## src/rtl/codec_sample_feeder.sv

```systemverilog
// codec_sample_feeder: buffers stereo PCM from the player and hands one pair
// to the AC97 codec interface per codec frame.
// Counts FIFO underruns and keeps a sticky underrun flag.
// Optional build macro: CODEC_FEEDER_UNDERRUN_MUTE_EN. When it is defined, an
// underrun outputs silence. When it is undefined, the last sample repeats.
module codec_sample_feeder #(
    parameter int WIDTH = 16,
    parameter int DEPTH = 4,
    parameter int CNT_W = 8
) (
    input  logic                       clk,
    input  logic                       reset,
    input  logic [WIDTH-1:0]           in_left,
    input  logic [WIDTH-1:0]           in_right,
    input  logic                       in_valid,
    output logic                       in_ready,
    input  logic                       playback_accept,
    output logic [WIDTH-1:0]           pcm_left,
    output logic [WIDTH-1:0]           pcm_right,
    output logic [$clog2(DEPTH):0]     level,
    output logic                       underrun,
    output logic [CNT_W-1:0]           underrun_count
);

    localparam int PTR_W = (DEPTH > 1) ? $clog2(DEPTH) : 1;
    localparam int LVL_W = $clog2(DEPTH) + 1;

    logic [WIDTH-1:0] mem_left  [DEPTH];
    logic [WIDTH-1:0] mem_right [DEPTH];
    logic [PTR_W-1:0] wr_ptr;
    logic [PTR_W-1:0] rd_ptr;
    logic [LVL_W-1:0] level_q;
    logic             accept_prev;
    logic [WIDTH-1:0] held_left;
    logic [WIDTH-1:0] held_right;
    logic             underrun_q;
    logic [CNT_W-1:0] count_q;

    logic             frame;
    logic             fifo_empty;
    logic             push;
    logic             pop;
    logic             starved;
    logic [WIDTH-1:0] under_left;
    logic [WIDTH-1:0] under_right;
    logic [WIDTH-1:0] next_left;
    logic [WIDTH-1:0] next_right;

    // A frame is the rising edge of the codec accept level. The codec derives its
    // own one-cycle pulse in the same way, so both sides agree on the cycle.
    assign frame      = playback_accept && !accept_prev;
    assign fifo_empty = (level_q == '0);
    assign in_ready   = (level_q != LVL_W'(DEPTH));
    assign push       = in_valid && in_ready;
    assign pop        = frame && !fifo_empty;
    assign starved    = frame && fifo_empty;

`ifdef CODEC_FEEDER_UNDERRUN_MUTE_EN
    assign under_left  = '0;
    assign under_right = '0;
`else
    assign under_left  = held_left;
    assign under_right = held_right;
`endif

    // The sample the codec takes in a frame is the FIFO head. If the FIFO is
    // empty, the underrun value is used instead. A push in this same cycle is
    // too late to fall through.
    always_comb begin
        next_left  = under_left;
        next_right = under_right;
        if (!fifo_empty) begin
            next_left  = mem_left[rd_ptr];
            next_right = mem_right[rd_ptr];
        end
    end

    // The codec sees the new sample in the frame cycle itself. Between frames,
    // the outputs stay at the value the codec latched.
    always_comb begin
        pcm_left  = held_left;
        pcm_right = held_right;
        if (frame) begin
            pcm_left  = next_left;
            pcm_right = next_right;
        end
    end

    assign level          = level_q;
    assign underrun       = underrun_q;
    assign underrun_count = count_q;

    // The sample storage needs no reset. Occupancy decides which entries are valid.
    always_ff @(posedge clk) begin
        if (push) begin
            mem_left[wr_ptr]  <= in_left;
            mem_right[wr_ptr] <= in_right;
        end
    end

    // Pointers wrap naturally at DEPTH because DEPTH is a power of two.
    // Occupancy moves by push minus pop.
    always_ff @(posedge clk or posedge reset) begin
        if (reset) begin
            wr_ptr  <= '0;
            rd_ptr  <= '0;
            level_q <= '0;
        end else begin
            if (push) begin
                wr_ptr <= wr_ptr + PTR_W'(1);
            end
            if (pop) begin
                rd_ptr <= rd_ptr + PTR_W'(1);
            end
            case ({push, pop})
                2'b10:   level_q <= level_q + LVL_W'(1);
                2'b01:   level_q <= level_q - LVL_W'(1);
                default: level_q <= level_q;
            endcase
        end
    end

    // This block keeps the frame-edge history and the sample held for the codec.
    // It also tracks underruns: a sticky flag plus a saturating frame count.
    always_ff @(posedge clk or posedge reset) begin
        if (reset) begin
            accept_prev <= 1'b0;
            held_left   <= '0;
            held_right  <= '0;
            underrun_q  <= 1'b0;
            count_q     <= '0;
        end else begin
            accept_prev <= playback_accept;
            if (frame) begin
                held_left  <= next_left;
                held_right <= next_right;
            end
            if (starved) begin
                underrun_q <= 1'b1;
                if (count_q != {CNT_W{1'b1}}) begin
                    count_q <= count_q + CNT_W'(1);
                end
            end
        end
    end

endmodule
```

## config.mk

```make
export PLATFORM = sky130hd
export DESIGN_NAME = codec_sample_feeder
export DESIGN_NICKNAME = d
export VERILOG_FILES = /design/src/rtl/codec_sample_feeder.sv
export SDC_FILE = /design/constraint.sdc
export NUM_CORES = 1
export LEC_CHECK = 0
export CAP_MARGIN = 20
export CORE_MARGIN = 1
export CORE_UTILIZATION = 50
export DETAILED_ROUTE_END_ITERATION = 16
export GPL_ROUTABILITY_DRIVEN = 0
export PLACE_DENSITY = 0.71
export SETUP_SLACK_MARGIN = 0.15
export SYNTH_ARGS = -nofsm -noshare
export SYNTH_HDL_FRONTEND = slang
export SYNTH_SLANG_ARGS = --single-unit
```

## constraint.sdc

```tcl
create_clock -name clk -period 2.3 [get_ports clk]
set_clock_uncertainty 0.15 [all_clocks]
set_input_delay 0.23 -clock clk [delete_from_list [all_inputs] [get_ports clk]]
set_output_delay 0.23 -clock clk [all_outputs]
set_load 0.005 [all_outputs]
```

==> flow_metrics.tcl <==
set metrics [dict create \
    vias 3370 \
    required_ps 1920 \
    yosys-top-cells-area "edfxtp_1 (56%), dfrtp_1 (18%), mux4_2 (9.2%), mux2_4 (6.1%), mux4_1 (1.5%)" \
    p_switching_mw 3.07 \
    wl_per_cell_um 18.9 \
    numClockSinks 177 \
    path_class "reg2out" \
    fin_util_pct 67.7 \
    fmax_mhz 407 \
    clockPowerShare_pct 23.6 \
    grt_pass1_wl_mm 19.4 \
    grt_usage_pct 19.1 \
    fillers 874 \
    rsz0062_at_grt "yes" \
    setup_ws_ps -159 \
    root_buffer "clkbuf_16" \
    grt_pass1_vias 3619 \
    start_kind "register" \
    stdcell_count 646 \
    power_leakage_nw 3.41 \
    reg2reg_from "accept_prev$_DFF_PP0_" \
    dp_cells 585 \
    area_growth_pct 31.5 \
    violations "negative setup slack" \
    finalSetupTns_ps -3300 \
    yosys_warnings 0 \
    cpMostUsedCell "buf_6" \
    dpl.hpwl_mm 7.33 \
    multi_input_area_um2 1660 \
    drc 0 \
    via_per_inst 5.22 \
    max-slew-margin-rel_pct 70.6 \
    path_cells "buf_12, buf_8, buf_6, mux4_2, mux2_4, buf_6" \
    max-vdd-ir-drop_uv 823 \
    clkTransAtPathRegs_ps 60 \
    antenna_found_initial 0 \
    startpoint "rd_ptr[0]$_DFFE_PP0P_" \
    first_iter_violations 204 \
    die_h_um 119 \
    cts_buffers 17 \
    rows 42 \
    ys_ff_latch 177 \
    grt_max_degree 34 \
    yosysTopAreaCellShare_pct 56.2 \
    reg2reg_to "level[2]$_DFFE_PP0P_" \
    r2r_cells 10 \
    power_density_nw_per_um2 1310 \
    tritoncts "built" \
    final_layout_size_suffix_gt1_share_pct 42.8 \
    finalMaxSlewViolations 0 \
    drt-total-wl_mm 12.2 \
    antenna_cells 0 \
    synthesis.nets 361 \
    io_pins 81 \
    ant_nets 0 \
    slowest_delay_ps 510 \
    r2r_slack_ps 260 \
    first_pass_iters 4 \
    layout_min_cycle_time_ps 2460 \
    start_util_pct 51.4 \
    avgSynthCellArea_um2 21.5 \
    netlist_area_um2 6840 \
    finalSetupViolations 32 \
    synthCells 318 \
    coreArea_um2 13300 \
    h-tree-depth 4 \
    min-delay-path-class "in2reg" \
    nets 500 \
    power_frac_seq_pct 39.5 \
    endpoint_kind "primary output" \
    port_buffers 80 \
    final_hold_viol_count 0 \
    internal-power_mw 8.69 \
    gr-total-overflow 0 \
    cpMaxStageDelayCell "mux4_2" \
    register_area_um2 5080 \
    whs_ps 150 \
    tightest_slew_ps 440 \
    min_period_over_period_pct 107 \
    die-area_um2 14100 \
    yosysTopAreaCell "edfxtp_1" \
    crit_fanout 6 \
    clock_latency_ps 420 \
    power.share.combinational_pct 36.9 \
    die_w_um 119 \
    ys_seq_area_share_pct 74.1 \
    critPathCapture "pcm_left[3]" \
    synth_cell_type_count 32 \
    cap_viol_max_count 0 \
    status "finished, violations left" \
    clockBufferDepth 2 \
    power_switching_share_pct 26.1 \
    critPathArrivalTime_ps 2080 \
]
-- logic make-up after synthesis --
| group | share of synthesized area (%) |
|---|---|
| compound gates | 0.458 |
| xor+xnor | 1.15 |
| fa+ha+maj | 1.39 |
| buf+inv | 2.20 |
| flops | 74.1 |
| mux | 18.4 |
| simple gates | 2.31 |
-- layout make-up --
cell class / instances / area share, %
clock inverters: 12 / 1.47
well taps: 176 / 2.45
flip-flops and latches: 177 / 56.4
multi-input cells: 120 / 18.4
clock buffers: 20 / 4.97
inverters: 9 / 0.376
repair buffers: 132 / 15.9
-- stage by stage --
stage	total power, mW	worst slack (ps)	cell area (µm²)
2_1_floorplan	6.70	158	6850
3_3_place_gp	8.17	-207	8020
3_5_place_dp	8.27	-242	8020
4_1_cts	11.8	-177	8930
5_1_grt	12.3	-236	8990
6_report	11.8	-159	8990
-- cell usage after synthesis --
library cell and number:
and2_1 2, inv_1 9, nand3_1 5, buf_6 1
ha_1 6, fa_1 1, buf_4 3, nand4_1 2
xor2_1 5, a31oi_1 1, mux2i_1 2, and3_1 5
buf_2 3, edfxtp_1 128, mux2_4 28, a21oi_1 2
or2_2 1, nor3_2 1, mux4_1 4, xnor2_1 4
dfrtp_1 49, nor3_1 2, nand2_1 4, nor2_1 6
mux4_2 28, clkbuf_1 1, o211ai_1 1, mux2_2 7
buf_1 1, a21boi_0 1, nor2b_1 2, buf_12 3
-- power groups by stage --
stage / Combinational [mW] / Sequential (mW) / Clock [mW]
after floorplan: 2.13 / 4.58 / 0
after global placement: 3.53 / 4.64 / 0
after detailed placement: 3.58 / 4.69 / 0
after CTS: 4.30 / 4.64 / 2.83
after global routing: 4.64 / 4.71 / 2.97
final: 4.34 / 4.64 / 2.77
-- per-layer routing --
layer  track usage [%]  vias to the layer above  routed length, µm
li1                  -                     1528                  -
met1              23.3                     1751               5160
met2              31.9                       77               6480
met3              5.80                       14                433
met4              7.67                        0                138
met5                 0                        -                  0
-- state kept, by name (all words and copies together) (netlist names) --
name / flops
mem_left: 64
underrun_count: 8
accept_prev: 1
held_left: 16
underrun: 1
rd_ptr: 2
level: 3
held_right: 16
wr_ptr: 2
mem_right: 64
-- how the worst min path moves through the flow --
stage	to	cells after the start	start	slack (ps)
after floorplan	accept_prev$_DFF_PP0_	0	playback_accept	110
after global placement	underrun$_DFFE_PP0P_	1	underrun$_DFFE_PP0P_	310
after detailed placement	underrun$_DFFE_PP0P_	1	underrun$_DFFE_PP0P_	310
after CTS	accept_prev$_DFF_PP0_	1	playback_accept	120
after global routing	accept_prev$_DFF_PP0_	1	playback_accept	130
final	accept_prev$_DFF_PP0_	1	playback_accept	150
-- cells in the final DEF (no fill, tap or decap), types with 5 or more instances in the layout --
master	n
nand3_1	5
clkdlybuf4s50_1	48
mux2_4	32
buf_4	27
nor2_1	6
dfrtp_1	44
inv_2	5
ha_1	5
edfxtp_1	128
xor2_1	5
clkbuf_16	17
dfrtp_2	5
mux4_2	32
buf_6	42
buf_12	10
-- critical path: cells and delay by family, from the launching register on --
kind,cells,cell delay (ps)
buffers and inverters,4,470
DFF,1,390
muxes,2,790
-- repair_timing --
item | in CTS | in global routing
setup buffers | 23 | 4
setup endpoints to repair | 33 | 33
hold buffers | 1 | 0
pin swaps | 1 | 2
resized for setup | 183 | 10
hold endpoints to repair | 16 | 0
gates cloned | 1 | 0
Note: power is estimated with default switching activity, not from simulation.
